## config.mk

```make
export PLATFORM = sky130hd
export DESIGN_NAME = linea_retardo_habilitada
export DESIGN_NICKNAME = d
export VERILOG_FILES = /design/src/rtl/linea_retardo_habilitada_pkg.sv /design/src/rtl/linea_retardo_habilitada_etapa.sv /design/src/rtl/linea_retardo_habilitada.sv
export SDC_FILE = /design/constraint.sdc
export NUM_CORES = 1
export LEC_CHECK = 0
export CAP_MARGIN = 20
export CORE_ASPECT_RATIO = 0.5
export CORE_MARGIN = 4
export CORE_UTILIZATION = 48
export CTS_BUF_LIST = sky130_fd_sc_hd__clkbuf_4 sky130_fd_sc_hd__clkbuf_8 sky130_fd_sc_hd__clkbuf_16
export DETAILED_ROUTE_END_ITERATION = 6
export PLACE_DENSITY_LB_ADDON = 0.15
export SLEW_MARGIN = 15
export SYNTH_ARGS = -nofsm -noshare
export SYNTH_HDL_FRONTEND = slang
export SYNTH_HIERARCHICAL = 1
export SYNTH_SLANG_ARGS = --single-unit
```

## constraint.sdc

```tcl
create_clock -name clk -period 4.31 [get_ports clk]
set_clock_uncertainty 0.2 [all_clocks]
set_input_delay 0.862 -clock clk [delete_from_list [all_inputs] [get_ports clk]]
set_output_delay 0.862 -clock clk [all_outputs]
set_load 0.02 [all_outputs]
```

## src/rtl/linea_retardo_habilitada_pkg.sv

```systemverilog
// Shared definitions for the enabled tapped delay line: default widths,
// default reset value and the (stage, channel) -> bit-offset mapping of the
// flattened tap bus.
package linea_retardo_habilitada_pkg;

    localparam int BITS_DATO_DEF      = 8;
    localparam int VALOR_EN_RESET_DEF = 0;

    // Bit offset of stage 'etapa', channel 'canal' inside the flattened tap bus.
    function automatic int desplazamiento_derivacion(input int etapa,
                                                     input int canal,
                                                     input int canales,
                                                     input int bits_dato);
        return (etapa * canales + canal) * bits_dato;
    endfunction

endpackage

```

## src/rtl/linea_retardo_habilitada_etapa.sv

```systemverilog
// One delay stage: CANALES samples of BITS_DATO bits plus a valid bit.
// Loads on enable, clears synchronously on reset (active-low) or limpiar.
module etapa_retardo
    import linea_retardo_habilitada_pkg::*;
#(
    parameter int BITS_DATO      = BITS_DATO_DEF,
    parameter int CANALES        = 1,
    parameter int VALOR_EN_RESET = VALOR_EN_RESET_DEF
) (
    input  logic                         clk,
    input  logic                         reset,
    input  logic                         habilitador,
    input  logic                         limpiar,
    input  logic [CANALES*BITS_DATO-1:0] datos_i,
    input  logic                         valido_i,
    output logic [CANALES*BITS_DATO-1:0] datos_o,
    output logic                         valido_o
);

    localparam logic [BITS_DATO-1:0] VALOR_CANAL = BITS_DATO'(VALOR_EN_RESET);

    logic [CANALES*BITS_DATO-1:0] datos_q;
    logic                         valido_q;

    // Stage register: reset/clear beats enable, otherwise hold.
    always_ff @(posedge clk) begin
        if (!reset || limpiar) begin
            datos_q  <= {CANALES{VALOR_CANAL}};
            valido_q <= 1'b0;
        end else if (habilitador) begin
            datos_q  <= datos_i;
            valido_q <= valido_i;
        end
    end

    assign datos_o  = datos_q;
    assign valido_o = valido_q;

endmodule

```

## src/rtl/linea_retardo_habilitada.sv

```systemverilog
// Multi-channel tapped delay line with enable, synchronous clear, circular
// (recirculate) mode and a registered occupancy count of valid stages.
module linea_retardo_habilitada
    import linea_retardo_habilitada_pkg::*;
#(
    parameter int BITS_DATO      = BITS_DATO_DEF,
    parameter int ETAPAS         = 4,
    parameter int CANALES        = 1,
    parameter int VALOR_EN_RESET = VALOR_EN_RESET_DEF
) (
    input  logic                                clk,
    input  logic                                reset,
    input  logic                                habilitador,
    input  logic                                limpiar,
    input  logic                                circular,
    input  logic                                valido_entrada,
    input  logic [CANALES*BITS_DATO-1:0]        datos_entrada,
    output logic [ETAPAS*CANALES*BITS_DATO-1:0] derivaciones,
    output logic [CANALES*BITS_DATO-1:0]        datos_salida,
    output logic                                valido_salida,
    output logic [$clog2(ETAPAS+1)-1:0]         conteo,
    output logic                                llena
);

    localparam int W  = CANALES * BITS_DATO;
    localparam int CW = $clog2(ETAPAS + 1);

    logic [W-1:0]      datos_etapa [ETAPAS];
    logic [ETAPAS-1:0] valido_etapa;

    logic [W-1:0]  entrada0_d;
    logic          valido0_d;
    logic [CW-1:0] conteo_d, conteo_q;
    logic          llena_d, llena_q;

    // Stage-0 source: the input in linear mode, the last stage in circular mode.
    always_comb begin
        entrada0_d = datos_entrada;
        valido0_d  = valido_entrada;
        if (circular) begin
            entrada0_d = datos_etapa[ETAPAS-1];
            valido0_d  = valido_etapa[ETAPAS-1];
        end
    end

    for (genvar s = 0; s < ETAPAS; s++) begin : g_etapa
        localparam int OFS = desplazamiento_derivacion(s, 0, CANALES, BITS_DATO);
        if (s == 0) begin : g_primera
            etapa_retardo #(
                .BITS_DATO      (BITS_DATO),
                .CANALES        (CANALES),
                .VALOR_EN_RESET (VALOR_EN_RESET)
            ) u_etapa (
                .clk         (clk),
                .reset       (reset),
                .habilitador (habilitador),
                .limpiar     (limpiar),
                .datos_i     (entrada0_d),
                .valido_i    (valido0_d),
                .datos_o     (datos_etapa[s]),
                .valido_o    (valido_etapa[s])
            );
        end else begin : g_resto
            etapa_retardo #(
                .BITS_DATO      (BITS_DATO),
                .CANALES        (CANALES),
                .VALOR_EN_RESET (VALOR_EN_RESET)
            ) u_etapa (
                .clk         (clk),
                .reset       (reset),
                .habilitador (habilitador),
                .limpiar     (limpiar),
                .datos_i     (datos_etapa[s-1]),
                .valido_i    (valido_etapa[s-1]),
                .datos_o     (datos_etapa[s]),
                .valido_o    (valido_etapa[s])
            );
        end
        assign derivaciones[OFS +: W] = datos_etapa[s];
    end

    // Occupancy next state: linear shift adds the incoming valid and drops the
    // outgoing one; recirculation and hold leave the population unchanged.
    // Modular arithmetic keeps the result exact even if the +1 wraps first.
    always_comb begin
        conteo_d = conteo_q;
        if (habilitador && !circular) begin
            conteo_d = conteo_q + CW'(valido_entrada) - CW'(valido_etapa[ETAPAS-1]);
        end
        llena_d = (conteo_d == CW'(ETAPAS));
    end

    // Occupancy and full-flag registers, cleared with the stages.
    always_ff @(posedge clk) begin
        if (!reset || limpiar) begin
            conteo_q <= '0;
            llena_q  <= 1'b0;
        end else begin
            conteo_q <= conteo_d;
            llena_q  <= llena_d;
        end
    end

    assign datos_salida  = datos_etapa[ETAPAS-1];
    assign valido_salida = valido_etapa[ETAPAS-1];
    assign conteo        = conteo_q;
    assign llena         = llena_q;

endmodule

```

* Word level (Yosys, flattened, before mapping)
Index checks and enable logic that the tools add are counted.
Storage, ports and cells: logic and storage cells 20, output and inout bits 45, input bits 14, register bits after elaboration 40
Operators by class: add/sub/neg operators 2, reductions and logical operators 4, equality and inequality tests 1, multiplexer cells 3
Operators by type and width (number):
- 2-to-1 mux 8 bit | 1
- adder 3 x 1 -> 3 bit | 1
- == test 3 bit (second input constant) | 1
- 2-to-1 mux 3 bit | 1
- subtractor 3 x 1 -> 3 bit | 1
- logical NOT 1 bit | 2
- logical AND 1 bit | 1
- logical OR 1 bit | 1
- 2-to-1 mux 1 bit | 1

* Longest topological paths before layout
Gate-level depths: netlist of run 1.
depth after elaboration 4, mapped depth 8, mapped depth without buffers 8

* Cells and area by module
The synthesis of run 1 kept the hierarchy.
Modules (own cells, without submodules):
- etapa_retardo | instances 4, cells each 30, area each 326.6 um^2, seq. area each 180.2 um^2
- linea_retardo_habilitada | instances 1, cells each 46, area each 417.9 um^2, seq. area each 80.1 um^2

* Worst setup path before layout of run 1
Ideal clock, no wire load.
path type input to register, start point input port valido_entrada, end point register llena_q (netlist: llena), buffers on the path 0, data arrival time 2125 ps, stages on the path 5, setup slack 1919 ps, setup time 66 ps, cell sequence ha_1 -> fa_1 -> xor2_1 -> or4_4 -> a21oi_2
Between the ends: word-level cells in the longest chain between the ends 4
RTL lines:
- from (decl) | line linea_retardo_habilitada.sv:16 | input logic valido_entrada,
- adder 3 x 1 -> 3 bit | line linea_retardo_habilitada.sv:88 | conteo_d = conteo_q + CW'(valido_entrada) - CW'(valido_etapa[ETAPAS-1]);
- subtractor 3 x 1 -> 3 bit | line linea_retardo_habilitada.sv:88
- 2-to-1 mux 3 bit | line linea_retardo_habilitada.sv:87 | if (habilitador && !circular) begin
- == test 3 bit | line linea_retardo_habilitada.sv:90 | llena_d = (conteo_d == CW'(ETAPAS));
- to (signal assigned) | line linea_retardo_habilitada.sv:100 | llena_q <= llena_d;
- to (decl) | line linea_retardo_habilitada.sv:34 | logic llena_d, llena_q;
Every way passes these cells. A chain may end at the register's enable or synchronous reset.

* Worst setup path after layout of run 1
Same ends and word-level chain as after synthesis.

==> out/summary.txt, run 1 <==
outcome = completed
Fill cells = 291
Final ANT Viol Nets = 0
CTS H-tree lvls = 2
Yosys cell types = 22
Core Footprint = 3430 um2
synth warn = 6
drt wl/cell = 13.9 um
# IOs = 59
antenna cells = 0
syn nets = 183
dpl hpwl = 2.66 mm
Nets = 232
DR pass1 iterations = 4
sequential area share after synthesis = 0.464
pre-CTS setup slack = 1.41 ns
number of synthesized flops with an enable pin = 0
gpl congestion = 0.829
total power per unit cell area = 313 nW/um2
CTS max path bufs = 2
setup TNS = 0 ns
Area Growth Syn to Fin = 36.4%
total power = 737 uW
Leakage = 0.000947 uW
hold_ws = 0.290 ns
most common flop cell mapped by yosys = dfxtp_1
Startpoint Class = input port
RSZ-0062 raised after global routing = no
Post-synth ARST share = 0
Buf+Inv Stages, Crit Path = 1
Post-CTS Setup Inserts = 0
Via Count = 1283
Cell Rows = 15
synthesized instance count = 166
HP Class = reg2reg
CP Data Required Time = 4.33 ns
Syn Std Cell Area = 1720 um2
maximum VDD drop = 201 uV
CP cell instances = clkdlybuf4s50_1 > ha_1 > fa_1 > xor2_1 > or4_4 > a21oi_2
Sink Count = 40
crit-path max cell delay = 0.43 ns
Critical-path top delay cell = or4_4
first-pass GRT wire length = 6.28 mm
height of the chip = 50.4 um
Die W = 92.8 um
Slew headroom = 0.584
Top delay family on crit path = adder cells
clk_lat worst skew = 0.28 ns
total gr overflow = 0
Synth top area share = 0.464
DR iter-0 viols = 31
Synth area leaders = dfxtp_1 (46%), mux2i_1 (21%), nor2_1 (7.8%), mux2_2 (5.9%), buf_4 (3.5%)
critical path peak fanout = 2
Crit path arrival time = 2.62 ns
via/cell ratio = 4.81
Post-CTS Resized = 0
fmax = 0.384 GHz
flops & latches, synth = 40
dpl cells = 259
cell taking the most area after synthesis = dfxtp_1
Root Buffer = clkbuf_8
Post-Layout Cell Count = 267
Worst-path clk slew = 0.07 ns
antenna violations before repair = 0
Avg Cell Area, Syn = 10.4 um2
number of remaining DRC errors = 0
class of the most critical setup path = in2reg
Overall Global Routing Usage = 0.172
IO Port Bufs = 58
CTS buffer count = 5
Max-Cap Viols = 0
total routed wirelength = 3.70 mm
Finish-stage setup viols = 0
Tcrit/Tclk final = 0.604
Seq. cell area = 801 um2
Tmin final = 2.60 ns
hold_buf cts = 0
fin. max-slew vios = 0
min setup slack post-route = 1.71 ns
Worst-Margin Slew = 0.622 ns
Multi-input gate area = 774 um2
largest net degree at the start of global routing = 22
share of cells above drive strength 1 = 0.102
die area = 4670 um2
vias in the first global route = 1344
starting density of the core = 0.502
endpoint type of the worst setup path = flop
Final Hold Fails = 0
CTS tree = yes
## power by group
group / switching (uW) / leakage (uW) / total, uW / internal, uW
registers: 1.87 / 0.000323 / 374 / 372
clock network: 125 / 0.0000586 / 303 / 178
logic: 30.2 / 0.000566 / 60.9 / 30.7
total: 157 / 0.000947 / 737 / 581
## kinds of logic after synthesis
logic type,share of synthesized area
compound gates,0.0196
xor+xnor,0.00508
fa+ha+maj,0.0261
buf+inv,0.0864
flops,0.464
mux,0.268
simple gates,0.131
## flip-flops by register name, summed over array words and instances (netlist names)
| name | cells |
|---|---|
| g_etapa.g_resto.u_etapa/datos_o | 24 |
| g_etapa.g_primera.u_etapa/datos_o | 8 |
| conteo | 3 |
| g_etapa.g_resto.u_etapa/valido_o | 3 |
| g_etapa.g_primera.u_etapa/valido_o | 1 |
| llena | 1 |
## worst register-to-register path, cell delays in order (launching register included)
cell and delay (ns):
dfxtp_1 0.36, inv_1 0.07, ha_1 0.27, inv_1 0.04, ha_1 0.18, fa_1 0.38, xor2_1 0.17, or4_4 0.43
a21oi_2 0.14
## synth_stat cells, types with 2 or more instances
library cell,number
dfxtp_1,40
mux2i_1,36
nor2_1,36
mux2_2,9
buf_4,8
inv_1,5
nand2_1,5
nand2b_1,5
buf_6,4
clkbuf_2,4
a21oi_1,2
ha_1,2
## per-stage QoR
step / utilization / instance area [um2]
finish: 0.685 / 2350
global route: 0.685 / 2350
CTS: 0.685 / 2350
detailed placement: 0.652 / 2240
global placement: 0.652 / 2240
floorplan: - / 1720
## worst paths after layout
path	endpoint	slack, ns	cells after the start	from
worst min register to register	conteo[0]$_SDFF_PP0_	0.29	2	conteo[0]$_SDFF_PP0_
worst max-delay path	llena$_SDFF_PP0_	1.71	6	valido_entrada
worst min-delay path	conteo[0]$_SDFF_PP0_	0.29	2	conteo[0]$_SDFF_PP0_
worst max register to register	llena$_SDFF_PP0_	2.01	8	conteo[0]$_SDFF_PP0_
## layer usage
metal  share of wire  wire length, um  global-route usage  vias up
met5               0                0                   0        -
met4          0.0038               14              0.0438        0
met1            0.46             1700               0.222      608
li1                -                -                   -      639
met2            0.48             1770               0.278       34
met3           0.060              221              0.0584        2
## cell usage in the layout (no fill, tap or decap), types with 2 or more instances in the layout
| master | n |
|---|---|
| inv_1 | 5 |
| a21oi_1 | 2 |
| dfxtp_1 | 40 |
| nand2b_1 | 5 |
| nand2_1 | 5 |
| clkbuf_8 | 5 |
| ha_1 | 2 |
| mux2_2 | 9 |
| nor2_1 | 36 |
| mux2i_1 | 36 |
| clkdlybuf4s50_1 | 57 |
## area by class of cell
cell class,instances,share of cell area
clock buffers,6,0.0324
repair buffers,59,0.248
flip-flops and latches,40,0.340
multi-input cells,104,0.329
well taps,51,0.0271
clock inverters,2,0.0149
inverters,5,0.00798
No activity file was read; power rests on OpenSTA's default activity.
==> inputs of run 2 (changes only) <==
- CORE_UTILIZATION: 48 -> 40
- clock period: 4.31 -> 2.12 ns (I/O delays scaled with it)
==> run 2 against run 1 <==
  * The flow now finishes with violations (setup timing)
  * Register-to-register slack lost 2.1 ns
  * Sequential power grew 100%
  * First-iteration DRC count grew 16%
  * Design area is 6.1% higher
  * Non-clock buffer count is 9 higher
  * Largest power group unchanged
  * Highest routed layer unchanged
==> out/summary.txt, run 2 (same netlist as run 1, synthesis figures left out) <==
outcome = finished, violations left
failing checks = setup timing
CP Data Required Time = 2.14 ns
Overall Global Routing Usage = 0.153
CTS max path bufs = 2
largest net degree at the start of global routing = 39
fin. max-slew vios = 0
most used cell, CP = ha_4
Crit path arrival time = 2.21 ns
Finish-stage setup viols = 1
Final ANT Viol Nets = 0
Top delay family on crit path = adder cells
starting density of the core = 0.428
pre-CTS setup slack = -0.309 ns
dpl hpwl = 2.75 mm
drt wl/cell = 14.0 um
DR pass1 iterations = 4
Sink Count = 40
Core Footprint = 4020 um2
most frequent cells in the layout = clkdlybuf4s50_1 (57), dfxtp_1 (39), mux2i_1 (36), nor2_1 (36)
endpoint type of the worst setup path = flop
CTS tree = yes
critical path peak fanout = 2
Max-Cap Viols = 0
Startpoint Class = flop
Tcrit/Tclk final = 1.03
Die W = 101 um
number of remaining DRC errors = 0
via/cell ratio = 4.61
share of cells above drive strength 1 = 0.178
Leakage = 0.000997 uW
class of the most critical setup path = reg2reg
Via Count = 1285
Root Buffer = clkbuf_8
height of the chip = 54.4 um
clk_lat worst skew = 0.28 ns
Largest register FFs = 24
CP Depth = 8
dpl cells = 269
first-pass GRT wire length = 6.33 mm
Cells on Worst Hold Path = 2
Buf+Inv Stages, Crit Path = 2
hold_ws = 0.301 ns
antenna cells = 0
antenna violations before repair = 0
Area Growth Syn to Fin = 44.8%
most common cell after layout, fill and taps aside = clkdlybuf4s50_1
Worst-path clk slew = 0.08 ns
RSZ-0062 raised after global routing = yes
Critical-path top delay cell = or4_4
DR iter-0 viols = 36
min setup slack post-route = -0.0620 ns
Nets = 241
fmax = 0.458 GHz
CP cell instances = inv_4 > ha_4 > inv_2 > ha_4 > fa_2 > xor2_2 > or4_4 > a21oi_2
total power per unit cell area = 609 nW/um2
total gr overflow = 0
crit-path max cell delay = 0.44 ns
die area = 5490 um2
vias in the first global route = 1285
Slew headroom = 0.705
IO Port Bufs = 58
maximum VDD drop = 310 uV
Worst Reg-to-Reg Cells = 8
gpl congestion = 0.755
Cell Rows = 16
CTS H-tree lvls = 2
hold_buf cts = 0
CTS buffer count = 5
Final Hold Fails = 0
Post-Layout Cell Count = 279
HP Class = reg2reg
total routed wirelength = 3.90 mm
Tmin final = 2.18 ns
# IOs = 59
Worst-Margin Slew = 0.443 ns
==> run 2: cell types whose count changed in the layout (fill, tap and decap cells not counted), sizes merged <==
cell    previous run  this run
clkinv             1         0
clkbuf             6         8
bufinv             1         0
buf                2        11
==> run 2: what timing repair did <==
item | 4_1_cts | 5_1_grt
resized for setup | 7 | 2
pin swaps | 2 | 0
endpoints found under the setup margin | 2 | 2
hold endpoints to repair | 0 | 0
gates cloned | 0 | 0
buffers inserted | 0 | 2
==> run 2: report_power, final <==
part | switching [uW] | internal (uW) | total (uW)
combinational | 64.7 | 72.4 | 137
sequential | 3.71 | 755 | 758
clock | 257 | 368 | 625
total | 326 | 1190 | 1520
==> run 2: final cells by class <==
class                      instances  area [um2]
clock buffer                       8         121
fill                             350        1530
inverter                           5        21.3
multi-input combinational        104         818
sequential                        40         805
tap                               54        67.6
timing repair buffer              68         663
==> run 2: path summary, 6_finish.rpt <==
path                                                           start                                            endpoint  slack, ns
setup / recovery                                conteo[0]$_SDFF_PP0_                                    llena$_SDFF_PP0_      -0.06
setup reg to reg                                conteo[0]$_SDFF_PP0_                                    llena$_SDFF_PP0_      -0.06
hold / removal    g_etapa[0].g_primera.u_etapa/valido_o$_SDFFE_PP0P_  g_etapa[0].g_primera.u_etapa/valido_o$_SDFFE_PP0P_       0.30
hold reg to reg   g_etapa[0].g_primera.u_etapa/valido_o$_SDFFE_PP0P_  g_etapa[0].g_primera.u_etapa/valido_o$_SDFFE_PP0P_       0.30
==> run 2: metal layers <==
layer / part of all wire / global-route usage / routed length, um / up-vias
li1: - / - / - / 658
met1: 0.48 / 0.193 / 1860 / 596
met2: 0.47 / 0.255 / 1830 / 29
met3: 0.046 / 0.0471 / 180 / 2
met4: 0.0049 / 0.0537 / 19 / 0
met5: 0 / 0 / 0 / -
==> run 2: worst min-delay path, cell delays in order, from the launching register on <==
cell     delay (ns)
dfxtp_1        0.33
mux2i_1        0.07
nor2_1         0.07
==> run 2: metrics by stage <==
step | area, um2 | total power, uW | util | TNS [ns]
2_1_floorplan | 1730 | 857 | - | -0.0722
3_3_place_gp | 2320 | 909 | 0.576 | -0.472
3_5_place_dp | 2320 | 910 | 0.576 | -0.542
4_1_cts | 2470 | 1540 | 0.614 | -0.0517
5_1_grt | 2500 | 1580 | 0.620 | -0.139
6_report | 2500 | 1520 | 0.620 | -0.0620
==> inputs of run 3 (changes only) <==
- CORE_UTILIZATION: 40 -> 48
- TNS_END_PERCENT: unset -> 30
- clock period: 2.12 -> 2.6 ns (I/O delays scaled with it)
==> run 3 against run 2 <==
  * The flow now finishes without violations
  * Total power fell by 18%
  * Via count down 1.1%
  * Register-to-register slack improved by 0.36 ns
  * Critical endpoint unchanged
  * Largest power group unchanged
  * Highest routed layer unchanged
==> out/summary.txt, run 3 (same netlist as run 1, synthesis figures left out) <==
outcome = completed
Crit path arrival time = 2.33 ns
first-pass GRT wire length = 6.28 mm
min setup slack post-route = 0.296 ns
share of cells above drive strength 1 = 0.110
CP Data Required Time = 2.62 ns
Nets = 234
CTS max path bufs = 2
DR iter-0 viols = 26
most common cell after layout, fill and taps aside = clkdlybuf4s50_1
IO Port Bufs = 58
critical path peak fanout = 3
pre-CTS setup slack = 0.0466 ns
largest net degree at the start of global routing = 39
fin. max-slew vios = 0
Final ANT Viol Nets = 0
Critical-path top delay cell = or4_4
Die W = 92.8 um
Post-CTS Setup Inserts = 0
class of the most critical setup path = reg2reg
height of the chip = 50.4 um
Buf+Inv Stages, Crit Path = 2
Tmin final = 2.30 ns
CTS H-tree lvls = 2
Overall Global Routing Usage = 0.172
antenna cells = 0
Cell Rows = 15
starting density of the core = 0.502
setup TNS = 0 ns
CTS tree = yes
gpl congestion = 0.805
die area = 4670 um2
crit-path max cell delay = 0.43 ns
Startpoint Class = flop
antenna violations before repair = 0
Top delay family on crit path = adder cells
most frequent cells in the layout = clkdlybuf4s50_1 (57), dfxtp_1 (40), mux2i_1 (36), nor2_1 (36), mux2_2 (9)
CP cell instances = inv_1 > ha_1 > inv_1 > ha_1 > fa_1 > xor2_1 > or4_4 > a21oi_2
Core Footprint = 3430 um2
Post-CTS Resized = 0
dpl hpwl = 2.57 mm
total routed wirelength = 3.64 mm
Worst-Margin Slew = 0.468 ns
total power per unit cell area = 523 nW/um2
RSZ-0062 raised after global routing = no
Via Count = 1271
Area Growth Syn to Fin = 38.6%
Tcrit/Tclk final = 0.886
Leakage = 0.000964 uW
Final Hold Fails = 0
CTS buffer count = 5
total gr overflow = 0
Max-Cap Viols = 0
drt wl/cell = 13.5 um
endpoint type of the worst setup path = flop
fmax = 0.434 GHz
via/cell ratio = 4.72
clk_lat worst skew = 0.29 ns
Finish-stage setup viols = 0
hold_buf cts = 0
maximum VDD drop = 319 uV
Slew headroom = 0.688
Root Buffer = clkbuf_8
vias in the first global route = 1341
Sink Count = 40
# IOs = 59
Worst-path clk slew = 0.07 ns
Largest register FFs = 24
HP Class = reg2reg
number of remaining DRC errors = 0
DR pass1 iterations = 2
-- run 3: path summary, 6_finish.rpt --
path | cells past startpoint | start | end | slack [ns]
worst max-delay path | 8 | conteo[0]$_SDFF_PP0_ | llena$_SDFF_PP0_ | 0.30
worst min-delay path | 2 | conteo[0]$_SDFF_PP0_ | conteo[0]$_SDFF_PP0_ | 0.29
worst max register to register | 8 | conteo[0]$_SDFF_PP0_ | llena$_SDFF_PP0_ | 0.30
worst min register to register | 2 | conteo[0]$_SDFF_PP0_ | conteo[0]$_SDFF_PP0_ | 0.29
-- run 3: cell type report --
| class | count | area, um2 |
|---|---|---|
| Clock buffer | 6 | 82.6 |
| Sequential cell | 40 | 801 |
| Multi-Input combinational cell | 104 | 774 |
| Timing Repair Buffer | 61 | 611 |
| Fill cell | 276 | 1040 |
| Clock inverter | 2 | 38.8 |
| Tap cell | 51 | 63.8 |
| Inverter | 5 | 18.8 |
-- run 3: worst min-delay path: cells and delay by family (launching register included) --
family           cells  cell delay (ns)
AO/OA/AOI/OAI        1             0.05
flip-flops           1             0.33
AND/OR/NAND/NOR      1             0.06
-- run 3: layer usage --
metal / part of all wire / track usage / wire (um) / vias to the layer above
li1: - / - / - / 644
met3: 0.048 / 0.0569 / 176 / 2
met5: 0 / 0 / 0 / -
met4: 0.0047 / 0.0487 / 17 / 0
met2: 0.46 / 0.284 / 1660 / 30
met1: 0.49 / 0.217 / 1780 / 595
-- run 3: report_power, final --
group          switching (uW)  total, uW  internal [uW]
combinational            51.1        106           54.6
sequential               3.05        619            616
clock                     212        525            314
-- run 3: metrics by stage --
| stage | hold slack (ns) | instances | cell area [um2] | util | power (uW) |
|---|---|---|---|---|---|
| floorplan | 0.260 | 166 | 1720 | - | 700 |
| global placement | 0.265 | 261 | 2270 | 0.660 | 738 |
| detailed placement | 0.277 | 261 | 2270 | 0.660 | 739 |
| CTS | 0.287 | 269 | 2390 | 0.696 | 1260 |
| global route | 0.316 | 269 | 2390 | 0.696 | 1300 |
| finish | 0.290 | 269 | 2390 | 0.696 | 1250 |
